`src/rtl/debug_display.sv`:
```
// Board debug display: captures a word, mirrors it on the LEDs and scans one page of it
// as hex on a multiplexed seven-segment display; debounced buttons select page and freeze.
module debug_display #(
  parameter int DATA_W          = 32,
  parameter int NUM_DIGITS      = 4,
  parameter int SCAN_DIV        = 100000,
  parameter int DEBOUNCE_CYCLES = 1000000,
  localparam int PAGES          = DATA_W / (4 * NUM_DIGITS),
  localparam int PAGE_W         = (PAGES > 1) ? $clog2(PAGES) : 1
) (
  input  logic                  clk,
  input  logic                  reset,
  input  logic [DATA_W-1:0]     data,
  input  logic                  data_valid,
  input  logic                  btn_page,
  input  logic                  btn_freeze,
  output logic [6:0]            seg,
  output logic [NUM_DIGITS-1:0] an,
  output logic [15:0]           led,
  output logic [PAGE_W-1:0]     page,
  output logic                  frozen
);

  localparam int DIG_W = (NUM_DIGITS > 1) ? $clog2(NUM_DIGITS) : 1;
  localparam int PRE_W = (SCAN_DIV > 1) ? $clog2(SCAN_DIV) : 1;
  localparam int CNT_W = $clog2(DEBOUNCE_CYCLES);
  localparam int SEL_W = (PAGES * NUM_DIGITS > 1) ? $clog2(PAGES * NUM_DIGITS) : 1;

  function automatic logic [6:0] hex7(input logic [3:0] n);
    case (n)
      4'h0: hex7 = 7'h40;
      4'h1: hex7 = 7'h79;
      4'h2: hex7 = 7'h24;
      4'h3: hex7 = 7'h30;
      4'h4: hex7 = 7'h19;
      4'h5: hex7 = 7'h12;
      4'h6: hex7 = 7'h02;
      4'h7: hex7 = 7'h78;
      4'h8: hex7 = 7'h00;
      4'h9: hex7 = 7'h10;
      4'hA: hex7 = 7'h08;
      4'hB: hex7 = 7'h03;
      4'hC: hex7 = 7'h46;
      4'hD: hex7 = 7'h21;
      4'hE: hex7 = 7'h06;
      4'hF: hex7 = 7'h0E;
      default: hex7 = 7'h7F;
    endcase
  endfunction

  logic [DATA_W-1:0]     captured_r;
  logic [15:0]           led_r;
  logic [PAGE_W-1:0]     page_r;
  logic                  frozen_r;
  logic [PRE_W-1:0]      prescaler_r;
  logic [DIG_W-1:0]      digit_r;
  logic [NUM_DIGITS-1:0] an_r;
  logic [6:0]            seg_r;
  logic [1:0]            sync1_r, sync2_r, fill_r, stable_r, armed_r, pulse_r;
  logic [1:0][CNT_W-1:0] cnt_r;
  logic [1:0]            btn_s;
  logic [SEL_W-1:0]      sel_s;
  logic [DATA_W-1:0]     shifted_s;
  logic [3:0]            nibble_s;

  assign btn_s = {btn_freeze, btn_page};

  // Nibble currently addressed by the page and the digit being lit.
  always_comb begin
    sel_s     = SEL_W'(page_r) * SEL_W'(NUM_DIGITS) + SEL_W'(digit_r);
    shifted_s = captured_r >> {sel_s, 2'b00};
    nibble_s  = shifted_s[3:0];
  end

  // Button synchronisers and debouncers; a button must be seen released after reset
  // (armed) before its press can pulse, so a button held through reset stays silent.
  always_ff @(posedge clk) begin
    if (reset) begin
      sync1_r  <= 2'b00;
      sync2_r  <= 2'b00;
      fill_r   <= 2'b00;
      stable_r <= 2'b00;
      armed_r  <= 2'b00;
      pulse_r  <= 2'b00;
      cnt_r    <= {2{{CNT_W{1'b0}}}};
    end else begin
      sync1_r <= btn_s;
      sync2_r <= sync1_r;
      fill_r  <= {fill_r[0], 1'b1};
      for (int i = 0; i < 2; i++) begin
        pulse_r[i] <= 1'b0;
        if (sync2_r[i] == stable_r[i]) begin
          cnt_r[i] <= {CNT_W{1'b0}};
          if (fill_r[1] && !sync2_r[i]) begin
            armed_r[i] <= 1'b1;
          end else begin
            armed_r[i] <= armed_r[i];
          end
        end else if (cnt_r[i] == CNT_W'(DEBOUNCE_CYCLES - 1)) begin
          stable_r[i] <= sync2_r[i];
          cnt_r[i]    <= {CNT_W{1'b0}};
          pulse_r[i]  <= sync2_r[i] & armed_r[i];
        end else begin
          cnt_r[i] <= cnt_r[i] + CNT_W'(1);
        end
      end
    end
  end

  // Capture, LED mirror, page selection and freeze toggle.
  always_ff @(posedge clk) begin
    if (reset) begin
      captured_r <= {DATA_W{1'b0}};
      led_r      <= 16'h0000;
      page_r     <= {PAGE_W{1'b0}};
      frozen_r   <= 1'b0;
    end else begin
      if (data_valid && !frozen_r) begin
        captured_r <= data;
      end else begin
        captured_r <= captured_r;
      end
      led_r <= 16'(captured_r);
      if (pulse_r[0]) begin
        page_r <= (page_r == PAGE_W'(PAGES - 1)) ? {PAGE_W{1'b0}} : page_r + PAGE_W'(1);
      end else begin
        page_r <= page_r;
      end
      if (pulse_r[1]) begin
        frozen_r <= ~frozen_r;
      end else begin
        frozen_r <= frozen_r;
      end
    end
  end

  // Digit scan: an and seg are loaded together from the same digit index.
  always_ff @(posedge clk) begin
    if (reset) begin
      prescaler_r <= {PRE_W{1'b0}};
      digit_r     <= {DIG_W{1'b0}};
      an_r        <= {NUM_DIGITS{1'b1}};
      seg_r       <= 7'h7F;
    end else begin
      if (prescaler_r == PRE_W'(SCAN_DIV - 1)) begin
        prescaler_r <= {PRE_W{1'b0}};
        digit_r     <= (digit_r == DIG_W'(NUM_DIGITS - 1)) ? {DIG_W{1'b0}} : digit_r + DIG_W'(1);
      end else begin
        prescaler_r <= prescaler_r + PRE_W'(1);
      end
      an_r  <= ~(NUM_DIGITS'(1) << digit_r);
      seg_r <= hex7(nibble_s);
    end
  end

  assign seg    = seg_r;
  assign an     = an_r;
  assign led    = led_r;
  assign page   = page_r;
  assign frozen = frozen_r;

endmodule
```
`config.mk`:
```
export PLATFORM = sky130hd
export DESIGN_NAME = debug_display
export DESIGN_NICKNAME = d
export VERILOG_FILES = /design/src/rtl/debug_display.sv
export SDC_FILE = /design/constraint.sdc
export NUM_CORES = 1
export LEC_CHECK = 0
export ABC_AREA = 1
export BUFFER_PORTS_ARGS = -buffer_cell sky130_fd_sc_hd__buf_2
export CORE_MARGIN = 5
export CORE_UTILIZATION = 55
export CTS_CLUSTER_SIZE = 10
export DETAILED_ROUTE_END_ITERATION = 10
export PLACE_DENSITY_LB_ADDON = 0.05
export SYNTH_ARGS = -nofsm -noshare
export SYNTH_HDL_FRONTEND = slang
export SYNTH_SLANG_ARGS = --single-unit
```
`constraint.sdc`:
```
create_clock -name clk -period 2 [get_ports clk]
set_input_delay 0.4 -clock clk [delete_from_list [all_inputs] [get_ports clk]]
set_output_delay 0.4 -clock clk [all_outputs]
set_load 0.03 [all_outputs]
```
**Word-level counts from Yosys, hierarchy flattened**

Memories as Yosys holds them, arrays and structs flattened. A register that Yosys moved wholly into a read port is not among the register bits.
Index checks and enable logic that the tools add are counted.

- Memory bits (writable): 0
- Memories: 1
- Word-level logic and storage cells: 60
- Bits in latches: 0
- Flip-flop bits (word level): 125
- Input port bits: 37
- Memory bits (read-only): 112

- Eq/ne operators: 6
- Bitwise logic cells: 8
- Shift-type cells: 2
- Reduce and logical (&&, ||, !) cells: 15
- Magnitude comparators: 0
- Multiplexer cells: 3
- $mul: 0
- Add/sub/neg operators: 6
- Div/mod/pow operators: 0

Memory list:

| name | depth | width | read ports | clocked after Yosys merged registers in | write ports | RTL line | source |
|---|---|---|---|---|---|---|---|
| (name not given) | 16 | 7 | 1 | 1 | 0 | 30 | `case (n)` |

Operator list:

| operator | count |
|---|---|
| $add 20x1->20 const B | 2 |
| $eq 20x20->1 const B | 2 |
| $shr 32x5->4 | 1 |
| $add 17x1->17 const B | 1 |
| $eq 17x17->1 const B | 1 |
| $reduce_or 3->1 | 4 |
| $reduce_and 2->1 | 4 |
| $not 1->1 | 5 |
| $not 4->4 | 1 |
| $shl 1x2->4 const A | 1 |
| $add 3x2->3 | 1 |
| $logic_and 1x1->1 | 3 |
| $logic_not 1->1 | 3 |
| $add 2x1->2 const B | 1 |
| $and 1x1->1 | 2 |
| $eq 1x1->1 | 2 |
| $eq 2x2->1 const B | 1 |
| $mux 1 | 2 |
| $mux 2 | 1 |
| $reduce_or 2->1 | 1 |
| $add 1x1->1 const B | 1 |

**Logic depth before layout (Yosys ltp)**

- Depth after elaboration: 3
- Gate-level depth with buffers: 13
- Depth with buffers taken out: 11

**Worst setup path after synthesis**

No wires, ideal clock.

- Path kind: register to register
- From: register page_r, in the netlist page
- To: register seg_r[0], in the netlist seg[0]
- Buffers on the path: 1
- Clock period less this slack: 1.697 ns
- Data required time: 1.871 ns
- Library setup time: 0.129 ns
- Setup slack: 0.303 ns
- Arrival time: 1.568 ns
- Stages on the path, launching flop included: 11
- Cell sequence: dfxtp_1 buf_2 inv_1 nand3_1 nand2_1 inv_1 ha_1 inv_1 nand3_1 nand3_1 nand3_1

- Word-level cells in the longest chain between the ends: 2

Ends and longest elaborated chain:

| item | RTL line | source |
|---|---|---|
| from (decl) | 53 | `logic [PAGE_W-1:0] page_r;` |
| from (signal assigned) | 115 | `page_r <= {PAGE_W{1'b0}};` |
| from (signal assigned) | 125 | `page_r <= (page_r == PAGE_W'(PAGES - 1)) ? {PAGE_W{1'b0}} : page_r + PAGE_W'(1);` |
| from (signal assigned) | 127 | `page_r <= page_r;` |
| $add 3x2->3 | 70 | `sel_s = SEL_W'(page_r) * SEL_W'(NUM_DIGITS) + SEL_W'(digit_r);` |
| $shr 32x5->4 | 71 | `shifted_s = captured_r >> {sel_s, 2'b00};` |
| to (decl) | 58 | `logic [6:0] seg_r;` |

No other way between the ends.
A chain may end at the register's enable or synchronous reset.

**Worst setup path in the final report**

- From: register digit_r[0]
- To: register seg_r[0], in the netlist seg[0]

- Word-level cells in the longest chain between the ends: 2

Ends and longest elaborated chain:

| item | RTL line | source |
|---|---|---|
| from (decl) | 56 | `logic [DIG_W-1:0] digit_r;` |
| from (signal assigned) | 141 | `digit_r <= {DIG_W{1'b0}};` |
| from (signal assigned) | 147 | `digit_r <= (digit_r == DIG_W'(NUM_DIGITS - 1)) ? {DIG_W{1'b0}} : digit_r + DIG_W'(1);` |
| $add 3x2->3 | 70 |  |
| $shr 32x5->4 | 71 |  |

No other way between the ends.

==> flow_metrics.py <==
metrics = {
    "status": {
        "status": "finished, final reports clean",
    },
    "clock_network": {
        "cts_tree": "yes",
        "postCtsHoldBufs": 0,
        "clockRootBuffer": "clkbuf_8",
        "clock-sinks": 132,
        "clock_path_buffers": 2,
        "worstSkewPairLatency_ns": 0.54,
        "h-tree-depth": 4,
        "cts_buffers": 17,
        "cts_setup_buffers": 0,
        "path_clk_slew_ns": 0.06,
    },
    "global_routing": {
        "grt_overflow": 0,
        "gr-usage-met1_pct": 26.1,
        "busiest_layer": "met2",
        "grt_use_met2_pct": 33.5,
        "grt_max_degree": 64,
        "use_met3_pct": 5.66,
        "grt_usage_pct": 20.8,
        "antenna_found_initial": 0,
        "grt_pass1_vias": 4817,
        "grt_pass1_wl_mm": 21.5,
    },
    "layout": {
        "nets": 881,
        "nFillCells": 896,
        "drive_gt1_share_pct": 17.6,
        "multi_input_area_sq_um": 2640,
        "antennaDiodeCount": 0,
        "syn2layout_area_growth_pct": 17.6,
        "final_cells": 981,
        "postLayoutCellArea_sq_um": 6770,
        "regArea_sq_um": 2640,
    },
    "synthesis": {
        "syn_area_sq_um": 5760,
        "ys_ff_latch": 132,
        "syn_inst": 764,
        "synth.yosys.seq_area_share_pct": 45.9,
        "syn-mean-instance-area_sq_um": 7.54,
        "syn_nets": 813,
        "synth_edf_count": 0,
        "ys.flop_type": "dfxtp_1",
        "synth_top_cell_by_area": "dfxtp_1",
        "yosys-top-cells-area": "dfxtp_1, nand2_1, nor2_1, nand3_1, inv_1",
        "synthArstFlopShare_pct": 0,
        "synth_cell_type_count": 39,
        "synth.top_cell.area_share_pct": 45.9,
        "ys_warn_count": 0,
    },
    "timing": {
        "hold_violations": 0,
        "fmax_mhz": 537,
        "skew_ns": 0.00720,
        "hold_slack_ns": 0.0915,
        "rsz0062_at_grt": "no",
        "finalSetupViolations": 0,
        "min_period_over_period_pct": 93.1,
        "min_period_ns": 1.86,
        "tightest_slew_ns": 0.508,
        "fin_tns_setup_ns": 0,
        "drv_slew": 0,
        "slew_headroom_pct": 66.1,
    },
    "setup_path": {
        "cpMostUsedCell": "nand3_1",
        "regToRegSetupSlack_ns": 0.14,
        "crit_buf_inv": 3,
        "cp-start-kind": "flip-flop",
        "critPathSlowestCell": "dfxtp_2",
        "crit_fanout": 12,
        "crit_type": "flip-flop to flip-flop",
        "worstSetupStartpoint": "digit_r[0]",
        "critPathRequiredTime_ns": 2.42,
        "worst_path_largest_cell_delay_ns": 0.43,
        "endpoint": "seg[0]",
        "critical_path_cell_count": 11,
        "reg2reg_to": "seg[0]",
        "timing.rr.start": "digit_r[0]",
        "worstPathArrival_ns": 2.29,
        "crit_chain": "buf_4 -> nand2_1 -> nand3_1 -> nand3_1 -> nand2_1 -> inv_1 -> ha_1 -> inv_1 -> nand3_1 -> nand3_1 -> nand3_1",
        "crit_path_end_kind": "flip-flop",
        "rr_worst_depth": 11,
        "cpLargestDelayFamily": "simple AND/OR/NAND/NOR gates",
    },
    "placement": {
        "detailed_place.area_sq_um": 6180,
        "placed_cells": 949,
        "io_buffers": 65,
        "place.gp.congestion": 0.871,
        "hpwl_mm": 8.85,
    },
    "floorplan": {
        "rows": 37,
        "boundaryPins": 66,
        "die_w_microns": 112,
        "start_util_pct": 56.0,
        "core_area_sq_um": 10300,
        "die-area_sq_um": 12600,
        "die_h_microns": 112,
    },
    "pwr": {
        "leakagePower_uw": 0.00274,
        "p_per_area_nw_per_um2": 920,
        "ir_worst_vdd_uv": 624,
        "power.total_uw": 6230,
    },
    "route": {
        "routed_via_density": 5.11,
        "wl_per_cell_microns": 12.8,
        "vias": 5014,
        "routed_wl_mm": 12.6,
        "dr.pass1.iters": 4,
        "antenna_left": 0,
        "drc": 0,
        "drtIter0Drc": 427,
    },
    "worst_hold_path": {
        "hp-class": "input port to flip-flop",
    },
    "job": {
        "maxCapViolations": 0,
    },
}
-- flip-flops by register name, indices dropped and copies added, names as in the netlist --
signal / cells
armed_r: 2
sync2_r: 2
stable_r: 2
page: 1
pulse_r: 2
seg: 7
an: 4
fill_r: 2
prescaler_r: 17
cnt_r: 40
led: 16
captured_r: 32
digit_r: 2
frozen: 1
sync1_r: 2
-- metal layers --
metal / part of all wire, % / vias up / wire [microns]
met4: 1.6 / 0 / 204
li1: - / 2592 / -
met2: 48 / 119 / 6010
met1: 47 / 2283 / 5880
met5: 0 / - / 0
met3: 4.0 / 20 / 505
-- final cells by class --
type,count,share of cell area (%)
inverters,86,4.84
flip-flops and latches,132,39.1
clock buffers,19,6.38
well taps,136,2.51
clock inverters,13,2.33
repair buffers,73,5.88
multi-input cells,522,39.0
-- stage by stage --
stage	setup WS, ns	utilization [%]
2_1_floorplan	0.303	-
3_3_place_gp	0.155	60.1
3_5_place_dp	0.0533	60.1
4_1_cts	0.0226	65.9
5_1_grt	0.000165	65.9
6_report	0.137	65.9
-- timing repair --
| item | 4_1_cts | 5_1_grt |
|---|---|---|
| gates resized for setup | 0 | 1 |
| setup endpoints to repair | 0 | 6 |
| endpoints found under the hold margin | 0 | 0 |
-- worst register-to-register path, stage by stage (launching register included) --
cell and delay [ns]:
dfxtp_2 0.43, buf_4 0.22, nand2_1 0.08, nand3_1 0.08
nand3_1 0.07, nand2_1 0.17, inv_1 0.10, ha_1 0.24
inv_1 0.11, nand3_1 0.10, nand3_1 0.10, nand3_1 0.07
-- worst min path at each step --
| stage | cells past startpoint | slack (ns) | startpoint | endpoint |
|---|---|---|---|---|
| after global routing | 3 | 0.1 | btn_page | sync1_r[0] |
| after global placement | 2 | 0.39 | fill_r[0] | fill_r[1] |
| after floorplan | 2 | 0.39 | fill_r[0] | fill_r[1] |
| after CTS | 3 | 0.08 | btn_page | sync1_r[0] |
| after detailed placement | 2 | 0.40 | fill_r[0] | fill_r[1] |
| final | 3 | 0.09 | btn_freeze | sync1_r[1] |
-- cells in the mapped netlist, types with 9 or more instances --
cell / number
nand2_1: 140
nor3_1: 14
nor2_2: 11
xor2_1: 14
ha_1: 12
clkbuf_1: 12
a21oi_1: 56
nand3_1: 58
xnor2_1: 9
dfxtp_1: 132
inv_1: 77
nor2_1: 111
nand4_1: 18
o21ai_0: 36
-- cell usage in the layout (no fill, tap or decap), types with 12 or more instances in the layout --
master       n
nand2_1    140
dfxtp_1    131
nor2_1     111
inv_1       77
buf_2       65
nand3_1     58
a21oi_1     56
o21ai_0     36
nand4_1     18
clkbuf_16   16
nor3_1      14
xor2_1      14
ha_1        12
-- cells by family after synthesis --
group,count (synthesis),synth area share [%]
fa+ha+maj,12,2.61
buf+inv,110,8.26
simple gates,388,30.7
compound gates,99,9.04
xor+xnor,23,3.50
flops,132,45.9
-- report_power, final --
group | total [uW] | internal [uW] | switching, uW
Sequential | 2750 | 2720 | 31.2
Combinational | 395 | 127 | 268
Clock | 3080 | 1920 | 1150
Note: power is estimated with default switching activity, not from simulation.
